## config.mk

```make
export PLATFORM = sky130hd
export DESIGN_NAME = uart_tx_8n1
export DESIGN_NICKNAME = d
export VERILOG_FILES = /design/src/rtl/uart_pkg.sv /design/src/rtl/uart_baud_gen.sv /design/src/rtl/uart_tx_8n1.sv
export SDC_FILE = /design/constraint.sdc
export NUM_CORES = 1
export LEC_CHECK = 0
export CAP_MARGIN = 20
export CORE_ASPECT_RATIO = 1.1
export CORE_MARGIN = 10
export CORE_UTILIZATION = 25
export CTS_BUF_LIST = sky130_fd_sc_hd__clkbuf_8
export DETAILED_ROUTE_END_ITERATION = 8
export GPL_ROUTABILITY_DRIVEN = 0
export PLACE_DENSITY = 0.52
export SLEW_MARGIN = 20
export SYNTH_ARGS = -nofsm -noshare
export SYNTH_HDL_FRONTEND = slang
export SYNTH_SLANG_ARGS = --single-unit
```

## constraint.sdc

```tcl
create_clock -name clk -period 2.4 [get_ports clk]
set_input_delay 0.36 -clock clk [delete_from_list [all_inputs] [get_ports clk]]
set_output_delay 0.36 -clock clk [all_outputs]
set_load 0.05 [all_outputs]
```

## src/rtl/uart_pkg.sv

```systemverilog
// uart_pkg: constants and FSM state encoding shared by the UART transmitter and receiver
package uart_pkg;
  localparam int UART_DATA_BITS = 8;
  localparam int UART_CLKS_PER_BIT = 434;
  typedef logic [2:0] uart_state_t;
  localparam uart_state_t ST_IDLE   = 3'd0;
  localparam uart_state_t ST_START  = 3'd1;
  localparam uart_state_t ST_DATA   = 3'd2;
  localparam uart_state_t ST_PARITY = 3'd3;
  localparam uart_state_t ST_STOP   = 3'd4;
endpackage

```

## src/rtl/uart_baud_gen.sv

```systemverilog
// uart_baud_gen: bit-period counter ticking bit_end on the last clock of each bit
module uart_baud_gen
  import uart_pkg::*;
#(
  parameter int CLKS_PER_BIT = UART_CLKS_PER_BIT
) (
  input  logic clk,
  input  logic rst,
  input  logic clear,
  output logic bit_end
);
  localparam int W = $clog2(CLKS_PER_BIT);
  logic [W-1:0] cnt_q;
  assign bit_end = cnt_q == W'(CLKS_PER_BIT - 1);
  always_ff @(posedge clk)
    if (rst || clear) cnt_q <= '0;
    else cnt_q <= bit_end ? '0 : cnt_q + 1'b1;
endmodule

```

## src/rtl/uart_tx_8n1.sv

```systemverilog
// uart_tx_8n1: valid/ready byte input serialised LSB-first as start, 8 data, optional parity, 1-2 stop bits
module uart_tx_8n1
  import uart_pkg::*;
#(
  parameter int CLKS_PER_BIT = UART_CLKS_PER_BIT,
  parameter int PARITY_EN    = 0,
  parameter int PARITY_ODD   = 0,
  parameter int STOP_BITS    = 1
) (
  input  logic                      clk,
  input  logic                      rst,
  input  logic [UART_DATA_BITS-1:0] tx_data,
  input  logic                      tx_valid,
  output logic                      tx_ready,
  output logic                      tx_out,
  output logic                      tx_busy,
  output logic                      tx_done
);
  uart_state_t state_q, state_d;
  logic [UART_DATA_BITS-1:0] shift_q, shift_d;
  logic [2:0] bit_idx_q, bit_idx_d;
  logic stop_idx_q, stop_idx_d;
  logic par_q, par_d, busy_q, busy_d, out_q, out_d;
  logic bit_end, accept, last_stop;
  uart_baud_gen #(.CLKS_PER_BIT(CLKS_PER_BIT)) u_baud (
    .clk(clk),
    .rst(rst),
    .clear(state_q == ST_IDLE),
    .bit_end(bit_end)
  );
  assign tx_ready  = state_q == ST_IDLE && !rst;
  assign accept    = tx_valid && tx_ready;
  assign last_stop = stop_idx_q == 1'(STOP_BITS - 1);
  assign tx_done   = state_q == ST_STOP && bit_end && last_stop && !rst;
  assign tx_busy   = busy_q;
  assign tx_out    = out_q;
  always_comb begin
    state_d    = state_q;
    shift_d    = shift_q;
    bit_idx_d  = bit_idx_q;
    stop_idx_d = stop_idx_q;
    par_d      = par_q;
    busy_d     = busy_q;
    case (state_q)
      ST_IDLE: if (accept) begin
        state_d   = ST_START;
        shift_d   = tx_data;
        par_d     = ^tx_data ^ (PARITY_ODD != 0);
        busy_d    = 1'b1;
        bit_idx_d = '0;
      end
      ST_START: if (bit_end) begin
        state_d   = ST_DATA;
        bit_idx_d = '0;
      end
      ST_DATA: if (bit_end) begin
        shift_d   = shift_q >> 1;
        bit_idx_d = bit_idx_q + 1'b1;
        if (bit_idx_q == 3'(UART_DATA_BITS - 1)) begin
          state_d    = PARITY_EN != 0 ? ST_PARITY : ST_STOP;
          stop_idx_d = 1'b0;
        end
      end
      ST_PARITY: if (bit_end) begin
        state_d    = ST_STOP;
        stop_idx_d = 1'b0;
      end
      ST_STOP: if (bit_end) begin
        state_d    = last_stop ? ST_IDLE : ST_STOP;
        stop_idx_d = last_stop ? 1'b0 : stop_idx_q + 1'b1;
        busy_d     = !last_stop;
      end
      default: begin
        state_d = ST_IDLE;
        busy_d  = 1'b0;
      end
    endcase
    // pin level is registered from the next state so it changes exactly on bit boundaries
    out_d = state_d == ST_START  ? 1'b0 :
            state_d == ST_DATA   ? shift_d[0] :
            state_d == ST_PARITY ? par_d : 1'b1;
  end
  always_ff @(posedge clk)
    if (rst) begin
      state_q    <= ST_IDLE;
      shift_q    <= '0;
      bit_idx_q  <= '0;
      stop_idx_q <= 1'b0;
      par_q      <= 1'b0;
      busy_q     <= 1'b0;
      out_q      <= 1'b1;
    end else begin
      state_q    <= state_d;
      shift_q    <= shift_d;
      bit_idx_q  <= bit_idx_d;
      stop_idx_q <= stop_idx_d;
      par_q      <= par_d;
      busy_q     <= busy_d;
      out_q      <= out_d;
    end
endmodule
```

==> results of run 1 <==
-- cell type report --
type | count | area share [%]
Timing Repair Buffer | 18 | 12.2
Clock buffer | 4 | 3.52
Tap cell | 58 | 4.64
Multi-Input combinational cell | 111 | 46.1
Inverter | 1 | 0.240
Sequential cell | 26 | 33.3
-- layout by cell type (no fill, tap or decap), types with 2 or more instances in the layout --
master                            count
sky130_fd_sc_hd__buf_12               2
sky130_fd_sc_hd__or3_1                3
sky130_fd_sc_hd__o21ai_0              4
sky130_fd_sc_hd__clkbuf_8             4
sky130_fd_sc_hd__clkdlybuf4s50_1     12
sky130_fd_sc_hd__xor2_1               5
sky130_fd_sc_hd__nor2_1              13
sky130_fd_sc_hd__ha_1                 4
sky130_fd_sc_hd__a22oi_1              6
sky130_fd_sc_hd__nor3_1               4
sky130_fd_sc_hd__a21oi_1             14
sky130_fd_sc_hd__nand2_1             16
sky130_fd_sc_hd__nand2b_1             3
sky130_fd_sc_hd__dfxtp_1             26
sky130_fd_sc_hd__and2_4               2
sky130_fd_sc_hd__nor2b_1              2
sky130_fd_sc_hd__nand3_1              8
sky130_fd_sc_hd__buf_4                4
sky130_fd_sc_hd__xnor2_1              8
-- registers in the layout, indices dropped and copies added, names as in the netlist --
register      cells
u_baud.cnt_q      9
shift_q           8
bit_idx_q         3
state_q           3
par_q             1
tx_busy           1
tx_out            1
-- stage by stage --
stage,util (%),hold slack [ps],std cells,total power (W)
finish,30.8,455,218,0.000858
global route,30.8,483,218,0.000904
global placement,29.8,447,214,0.000588
CTS,30.8,458,218,0.000878
detailed placement,29.8,445,214,0.000588
floorplan,-,424,146,0.000544
-- critical path: stages (launching register included) --
cell	delay, ps
sky130_fd_sc_hd__dfxtp_1	330
sky130_fd_sc_hd__ha_1	200
sky130_fd_sc_hd__ha_1	170
sky130_fd_sc_hd__or2_1	240
sky130_fd_sc_hd__a311o_1	360
sky130_fd_sc_hd__or3b_1	370
sky130_fd_sc_hd__a2111o_1	410
-- per-layer routing --
layer  share of wire [%]  vias to the layer above
met3                 5.6                        2
met2                  45                       19
met5                   0                        -
met1                  49                      466
met4                0.71                        0
li1                    -                      539
-- report_power, final --
| part | total [W] | internal, W | switching [W] |
|---|---|---|---|
| combinational | 0.000122 | 0.0000600 | 0.0000616 |
| sequential | 0.000455 | 0.000445 | 0.0000101 |
| clock | 0.000282 | 0.000147 | 0.000135 |
| total | 0.000858 | 0.000651 | 0.000207 |
-- final timing paths --
check | slack, ps | cells past startpoint | end | startpoint
max reg2reg | 190 | 6 | tx_out | bit_idx_q[0]
min | 450 | 2 | shift_q[0] | shift_q[0]
min reg2reg | 450 | 2 | shift_q[0] | shift_q[0]
max | 190 | 6 | tx_out | bit_idx_q[0]
-- cells in the mapped netlist, types with 2 or more instances --
cell	count	area share, %
sky130_fd_sc_hd__or3_1	3	1.4
sky130_fd_sc_hd__nand2b_1	3	1.4
sky130_fd_sc_hd__clkbuf_1	2	0.57
sky130_fd_sc_hd__nand3_1	8	3.0
sky130_fd_sc_hd__nor3_1	4	1.5
sky130_fd_sc_hd__a22oi_1	6	3.4
sky130_fd_sc_hd__dfxtp_1	26	39
sky130_fd_sc_hd__nor2_1	13	3.7
sky130_fd_sc_hd__xnor2_1	8	5.3
sky130_fd_sc_hd__and2_4	2	1.3
sky130_fd_sc_hd__nand2_1	16	4.5
sky130_fd_sc_hd__a21oi_1	14	5.3
sky130_fd_sc_hd__nor2b_1	2	0.94
sky130_fd_sc_hd__o21ai_0	4	1.5
sky130_fd_sc_hd__ha_1	4	3.8
sky130_fd_sc_hd__buf_6	4	3.4
sky130_fd_sc_hd__xor2_1	5	3.3
-- logic make-up (layout without fill, tap and decap cells) --
logic type | count (synthesis) | in the layout
AND/OR/NAND/NOR | 63 | 63
XOR/XNOR | 13 | 13
multiplexers | 1 | 1
AO/OA/AOI/OAI | 30 | 30
adder cells (fa/ha/maj) | 4 | 4
flip-flops | 26 | 26
buffers and inverters | 9 | 23
==> reports/results.ini, run 1 <==
[synth]
syn_inst = 146
synth_compound_area_share_pct = 14.3
synth.area.mux_share_pct = 0.755
post_synth_instance_area_sq_mm = 0.00133
synth_ff_type = sky130_fd_sc_hd__dfxtp_1
net_count_after_synthesis = 161
synth.lib_cells_used.distinct = 39
synthAdderAreaFrac_pct = 3.77
seq_area_frac_synth_pct = 39.2
synthSimpleGateAreaFrac_pct = 26.9
postSynth.asyncResetShare_pct = 0
synth_enable_flop_cells = 0
synth.ff_latch_count = 26
synthesized_area_per_cell_sq_um = 9.08
synth_top_family_by_area = simple AND/OR/NAND/NOR gates
post_synth_xor_area_fraction_pct = 8.58
ys.warnings.count = 0

[sta]
rsz_0062_raised_after_global_routing = no
maximum_clock_frequency_ghz = 0.452
post-route-min-period_ps = 2210
timing.max_slew.rel_slack_pct = 65.5
setup_viol = 0
fin_worst_skew_ps = 4.96
sum_neg_setup_slack_ps = 0
max_slew.worst_pin.slew_ps = 517
timing.final.crit_share_pct = 92.2
timing.final.max_slew_violations = 0
finalWorstSetupSlack_ps = 188
finalHoldViolCount = 0

[clock_tree]
cts_setup_buffers = 0
post_cts_gate_resize_count = 0
htreeDepth = 1
ctsRootBufferMaster = sky130_fd_sc_hd__clkbuf_8
cts_hold_buffers = 0
tritoncts = built
clockBufferDepth = 2
clkLatencyLatePin_ps = 270
clk_slew_on_worst_s_h_paths_ps = 90
numCtsBuffers = 3
tritoncts_num_sinks = 26

[setup_path]
critical_path_peak_fanout = 3
worstPathRequired_ps = 2550
timing.critical_path.from_type = flip-flop
timing.critical_path.to_type = flip-flop
critPathKind = flip-flop to flip-flop
arrival_ps = 2370

[grt]
groute.layer.met1.usage_pct = 8.66
antenna_found_initial = 0
grt_pass1_wl_um = 4910
grt_pass1_vias = 1086
globalRouteOverflowTotal = 0
track_usage_pct = 6.99
busiest_layer = met2
grt_max_degree = 20
grt_util_met2_pct = 11.1
globalRouteMet3Util_pct = 2.35

[cells_and_area]
filler_cell_count = 540
synthToLayoutAreaGrowth_pct = 17.8
seq_area_sq_um = 520
finish.net_count = 176
multi_input_comb_area_sq_um = 721
antennaDiodeCount = 0
post_route_cells_drive_above_1_share_pct = 11.3
postLayoutCellArea_sq_mm = 0.00156

[floorplan]
fp.dieArea_sq_mm = 0.00862
die_height_um = 96.4
die_w_um = 89.4
initial_core_util_pct = 26.2
core_region_area_sq_mm = 0.00507
design.portCount = 15
fp-row-count = 27

[route]
vias_per_cell = 4.71
dr.first_iter.drc_count = 48
postRouteWirelength_um = 2680
wire_per_inst_um = 12.3
antenna_left = 0
route.vias.total = 1026
drc = 0
firstDrtPassIters = 4

[placement]
place.detailed.hpwl_um = 2000
dp_slack_ps = 110
detailed_place.area_sq_mm = 0.00151
place.port_buffers = 14

[power]
power.leakage_nw = 0.537
power_per_cell_area_mw_per_mm2 = 549
ir_drop_mv = 0.215

[worst_hold_path]
worst_hold_path_type = flip-flop to flip-flop

[job]
maxCapViolations = 0

[outcome]
status = finished, final reports clean

Power figures use the tool's default switching activity.
==> inputs of run 2 (changes only) <==
--- a/config.mk
+++ b/config.mk
@@ -12,6 +12,7 @@
 export CTS_BUF_LIST = sky130_fd_sc_hd__clkbuf_8
 export DETAILED_ROUTE_END_ITERATION = 8
 export GPL_ROUTABILITY_DRIVEN = 0
+export GPL_TIMING_DRIVEN = 0
 export PLACE_DENSITY = 0.52
 export SLEW_MARGIN = 20
 export SYNTH_ARGS = -nofsm -noshare
==> run 2 against run 1 <==
Sequential power is 0.9% lower; combinational power about the same; core utilization increased by 0.94 points; worst hold slack better by 3.5 ps; global-route usage decreased by 0.071 points; maximum frequency is 3.2% lower; clock skew up 6.3 ps; clock power is 33% higher; critical path depth shrank 1; flip-flop and latch count did not move; register-to-register slack worse by 20 ps; via count is 0.19% higher; largest power group unchanged.
==> reports/results.ini, run 2 (synthesis results as in run 1) <==
[cells_and_area]
max_flop_register = u_baud.cnt_q
largest_register_ff_count = 9  ; unchanged
antennaDiodeCount = 0  ; unchanged
final_cell_mix = sky130_fd_sc_hd__dfxtp_1 (26), sky130_fd_sc_hd__nand2_1 (16), sky130_fd_sc_hd__a21oi_1 (14)
seq_area_sq_um = 520  ; unchanged
multi_input_comb_area_sq_um = 721  ; unchanged
synthToLayoutAreaGrowth_pct = 21.4
post-route-util_pct = 31.8  ; +0.94 points
finish.net_count = 180  ; +2.3%
post_layout_nonfiller_instances = 222  ; +1.8%
post_route_cells_drive_above_1_share_pct = 11.6  ; +0.34 points
final_common_cell = sky130_fd_sc_hd__dfxtp_1
reg.largest.list = u_baud.cnt_q (9), shift_q (8)
filler_cell_count = 551  ; +2.0%

[grt]
grt_pass1_wl_um = 4660  ; -5.1%
grt_max_degree = 16  ; -20%
globalRouteOverflowTotal = 0  ; unchanged
antenna_found_initial = 0  ; unchanged
track_usage_pct = 6.92  ; -0.071 points
grt_pass1_vias = 1006  ; -7.4%

[sta]
rsz_0062_raised_after_global_routing = no
timing.max_slew.rel_slack_pct = 66.2  ; +0.73 points
fin_worst_skew_ps = 11.3  ; +6.34 ps
finalWorstSetupSlack_ps = 114  ; -74.2 ps
setup_viol = 0  ; unchanged
timing.final.crit_share_pct = 95.3  ; +3.1 points
maximum_clock_frequency_ghz = 0.437  ; -3.2%
post-route-min-period_ps = 2290  ; +74.2 ps
sum_neg_setup_slack_ps = 0  ; unchanged
finalHoldViolCount = 0  ; unchanged
timing.final.max_slew_violations = 0  ; unchanged
max_slew.worst_pin.slew_ps = 505  ; -11.2 ps

[clock_tree]
ctsRootBufferMaster = sky130_fd_sc_hd__clkbuf_8
cts_setup_buffers = 0  ; unchanged
tritoncts = built
clockBufferDepth = 2  ; unchanged
clk_slew_on_worst_s_h_paths_ps = 100  ; about the same
numCtsBuffers = 3  ; unchanged
tritoncts_num_sinks = 26  ; unchanged
clkLatencyLatePin_ps = 280  ; about the same
htreeDepth = 1  ; unchanged

[route]
drc = 0  ; unchanged
wire_per_inst_um = 12.7  ; +3.0%
antenna_left = 0  ; unchanged
firstDrtPassIters = 4  ; unchanged
postRouteWirelength_um = 2810  ; +4.9%
route.vias.total = 1028  ; +0.19%
vias_per_cell = 4.63  ; -1.6%
dr.first_iter.drc_count = 15  ; -69%

[floorplan]
die_w_um = 89.4  ; unchanged
die_height_um = 96.4  ; unchanged
initial_core_util_pct = 26.2  ; unchanged
design.portCount = 15  ; unchanged
core_region_area_sq_mm = 0.00507  ; unchanged
fp.dieArea_sq_mm = 0.00862  ; unchanged
fp-row-count = 27  ; unchanged

[job]
maxCapViolations = 0  ; unchanged

[placement]
dpl.cell_count = 218  ; +1.9%
place.detailed.hpwl_um = 2070  ; +3.5%
place.port_buffers = 14  ; unchanged
dp_slack_ps = -220  ; -330 ps

[power]
power.internal_w = 0.000728  ; +12%
netSwitchingPower_w = 0.000224  ; +8.2%
ir_drop_mv = 0.200  ; -6.9%
design_power_total_w = 0.000952  ; +11%
p_sw_share_pct = 23.5  ; -0.59 points
power_frac_clock_pct = 39.5  ; +6.7 points
power.share.sequential_pct = 47.4  ; -5.6 points
power.leakage_nw = 0.557  ; +3.8%
combinationalPowerShare_pct = 13.1  ; -1.1 points
power_per_cell_area_mw_per_mm2 = 591  ; +7.7%

[setup_path]
timing.critical_path.from_type = flip-flop
worstPathRequired_ps = 2040  ; -510 ps
worstRegToRegCells = 6  ; unchanged
rr_startpoint = bit_idx_q[0]
startpoint = u_baud.cnt_q[0]
critPathKind = flip-flop to output port
critical_path_peak_fanout = 5  ; +2
timing.critical_path.to_type = output port
arrival_ps = 1930  ; -440 ps

[worst_hold_path]
worst_hold_path_type = flip-flop to flip-flop
min-delay-start = shift_q[0]
holdPathStages = 2  ; unchanged

[outcome]
status = finished, final reports clean

-- run 2: cell types whose count changed in the layout (fill, tap and decap cells not counted), sizes merged --
cell | previous run | this run
buf | 6 | 5
clkdlybuf4s15 | 0 | 1
dlygate4sd2 | 0 | 1
clkbuf | 4 | 6
bufinv | 0 | 1
-- run 2: area by class of cell --
class	count	area share (%)
clock buffer	3	2.56
clock inverter	1	1.86
timing repair buffer	14	8.70
sequential	26	32.3
multi-input combinational	111	44.8
buffer	8	5.05
inverter	1	0.233
tap	58	4.51
-- run 2: path summary, 6_finish.rpt --
check | endpoint | slack [ps]
max | tx_done | 110
min | shift_q[0] | 460
max reg2reg | tx_out | 170
min reg2reg | shift_q[0] | 460
-- run 2: critical path: stages (launching register included) --
cell and delay (ps):
sky130_fd_sc_hd__dfxtp_1 390, sky130_fd_sc_hd__ha_1 160, sky130_fd_sc_hd__and4b_4 270, sky130_fd_sc_hd__nand2_1 90
sky130_fd_sc_hd__nor3_1 290, sky130_fd_sc_hd__clkdlybuf4s15_2 430
-- run 2: repair_timing --
action / CTS / global route
hold buffers: 0 / 0
endpoints found under the setup margin: 2 / 0
gates resized for setup: 5 / 0
-- run 2: metal layers --
layer  wire [um]  vias up  global-route usage (%)
met5           0        -                       0
met4          48        0                    2.79
met3         125        4                    2.01
met2        1200       20                    10.5
met1        1440      462                    9.01
li1            -      542                       -
-- run 2: stage by stage --
step	instance area [sq um]	hold WS (ps)
6_report	1610	458
2_1_floorplan	1330	424
5_1_grt	1610	490
3_5_place_dp	1540	450
3_3_place_gp	1540	436
4_1_cts	1610	461
-- run 2: power groups by stage --
stage | sequential [W] | clock, W | combinational [W]
2_1_floorplan | 0.000471 | 0 | 0.0000731
3_3_place_gp | 0.000461 | 0 | 0.000127
3_5_place_dp | 0.000461 | 0 | 0.000127
4_1_cts | 0.000451 | 0.000389 | 0.000126
5_1_grt | 0.000453 | 0.000406 | 0.000136
6_report | 0.000451 | 0.000376 | 0.000125
==> inputs of run 3 (changes only) <==
--- a/config.mk
+++ b/config.mk
@@ -13,6 +13,7 @@
 export DETAILED_ROUTE_END_ITERATION = 8
 export GPL_ROUTABILITY_DRIVEN = 0
 export GPL_TIMING_DRIVEN = 0
+export MAX_ROUTING_LAYER = met4
 export PLACE_DENSITY = 0.52
 export SLEW_MARGIN = 20
 export SYNTH_ARGS = -nofsm -noshare
==> run 3 against run 2 <==
Power is 0.29% higher; clock-buffer cell count stayed put; die area stayed put; routed wire length is 0.85% higher; critical path depth stayed put; critical endpoint unchanged; largest power group unchanged; highest routed layer unchanged.
==> reports/results.ini, run 3 (synthesis results as in run 1) <==
[floorplan]
design.portCount = 15  ; unchanged
initial_core_util_pct = 26.2  ; unchanged
die_height_um = 96.4  ; unchanged
die_w_um = 89.4  ; unchanged
core_region_area_sq_mm = 0.00507  ; unchanged
fp-row-count = 27  ; unchanged
fp.dieArea_sq_mm = 0.00862  ; unchanged

[route]
firstDrtPassIters = 2  ; -2
route.vias.total = 1032  ; +0.39%
dr.first_iter.drc_count = 19  ; +4
drc = 0  ; unchanged
wire_per_inst_um = 12.8  ; +0.85%
postRouteWirelength_um = 2840  ; +0.85%
antenna_left = 0  ; unchanged
vias_per_cell = 4.65  ; +0.39%

[sta]
timing.max_slew.rel_slack_pct = 66.9  ; +0.71 points
post-route-min-period_ps = 2290  ; +3.76 ps
fin_worst_skew_ps = 12.3  ; +1.03 ps
holdWs_ps = 458  ; -0.0890 ps
rsz_0062_raised_after_global_routing = no
timing.final.crit_share_pct = 95.4  ; +0.16 points
finalHoldViolCount = 0  ; unchanged
timing.final.max_slew_violations = 0  ; unchanged
setup_viol = 0  ; unchanged
maximum_clock_frequency_ghz = 0.437  ; -0.16%
max_slew.worst_pin.slew_ps = 495  ; -10.6 ps

[placement]
place.port_buffers = 14  ; unchanged
place.detailed.hpwl_um = 2070  ; unchanged

[grt]
grt_pass1_vias = 1004  ; -0.20%
globalRouteOverflowTotal = 0  ; unchanged
track_usage_pct = 7.16  ; +0.24 points
grt_pass1_wl_um = 4690  ; +0.60%
antenna_found_initial = 0  ; unchanged
grt_max_degree = 16  ; unchanged

[cells_and_area]
post-route-util_pct = 31.8  ; unchanged
post_route_cells_drive_above_1_share_pct = 11.6  ; unchanged
final_cell_mix = sky130_fd_sc_hd__dfxtp_1 (26), sky130_fd_sc_hd__nand2_1 (16), sky130_fd_sc_hd__a21oi_1 (14)
finish.net_count = 180  ; unchanged
antennaDiodeCount = 0  ; unchanged
reg.largest.list = u_baud.cnt_q (9), shift_q (8)
max_flop_register = u_baud.cnt_q
largest_register_ff_count = 9  ; unchanged
synthToLayoutAreaGrowth_pct = 21.4  ; unchanged
final_common_cell = sky130_fd_sc_hd__dfxtp_1

[setup_path]
timing.critical_path.to_type = output port
timing.critical_path.from_type = flip-flop
critPathKind = flip-flop to output port
arrival_ps = 1930  ; about the same
critical_path_peak_fanout = 5  ; unchanged
worstPathRequired_ps = 2040  ; about the same

[clock_tree]
htreeDepth = 1  ; unchanged
ctsRootBufferMaster = sky130_fd_sc_hd__clkbuf_8
tritoncts = built
numCtsBuffers = 3  ; unchanged
clockBufferDepth = 2  ; unchanged
cts_setup_buffers = 0  ; unchanged
clkLatencyLatePin_ps = 290  ; about the same
clk_slew_on_worst_s_h_paths_ps = 100  ; about the same
tritoncts_num_sinks = 26  ; unchanged

[power]
power.leakage_nw = 0.557  ; unchanged
power_per_cell_area_mw_per_mm2 = 593  ; +0.29%
ir_drop_mv = 0.201  ; +0.32%

[worst_hold_path]
worst_hold_path_type = flip-flop to flip-flop

[job]
maxCapViolations = 0  ; unchanged

[outcome]
status = finished, final reports clean

run 3: critical path, stage by stage, from the launching register on:
cell	delay (ps)
sky130_fd_sc_hd__dfxtp_1	390
sky130_fd_sc_hd__ha_1	160
sky130_fd_sc_hd__and4b_4	270
sky130_fd_sc_hd__nand2_1	90
sky130_fd_sc_hd__nor3_1	290
sky130_fd_sc_hd__clkdlybuf4s15_2	430
run 3: worst paths after layout:
path | startpoint | to | slack (ps) | cells after the start
worst max-delay path | u_baud.cnt_q[0] | tx_done | 110 | 5
worst min-delay path | shift_q[0] | shift_q[0] | 460 | 2
worst max register to register | bit_idx_q[0] | tx_out | 180 | 6
worst min register to register | shift_q[0] | shift_q[0] | 460 | 2
run 3: through the flow:
step	cell area (sq um)	power, W	setup TNS (ps)	setup slack, ps	std cells
4_1_cts	1610	0.000967	0	62.4	222
3_3_place_gp	1540	0.000588	-467	-269	218
6_report	1610	0.000955	0	110	222
3_5_place_dp	1540	0.000588	-367	-220	218
5_1_grt	1610	0.000995	0	5.43	222
2_1_floorplan	1330	0.000544	0	16.1	146
run 3: cell type report:
class | count | area (sq um)
clock buffer | 3 | 41.3
clock inverter | 1 | 30.0
tap | 58 | 72.6
fill | 551 | 3460
buffer | 8 | 81.3
timing repair buffer | 14 | 140
inverter | 1 | 3.75
sequential | 26 | 520
multi-input combinational | 111 | 721
run 3: power by group:
| group | leakage [nW] | internal [W] | switching (W) |
|---|---|---|---|
| clock | 0.0357 | 0.000224 | 0.000155 |
| sequential | 0.211 | 0.000445 | 0.00000645 |
| combinational | 0.310 | 0.0000596 | 0.0000653 |
| total | 0.557 | 0.000728 | 0.000227 |
run 3: what timing repair did:
action	CTS	global route
hold buffers	0	0
hold endpoints to repair	0	0
setup endpoints to repair	2	0
gates resized for setup	5	0
run 3: routing by layer:
metal,wire [um],global-route usage (%),part of all wire [%],vias to the layer above
met5,0,-,0,-
li1,-,-,-,546
met1,1550,9.20,54,468
met3,79,1.84,2.8,4
met2,1170,10.5,41,14
met4,40,2.79,1.4,0
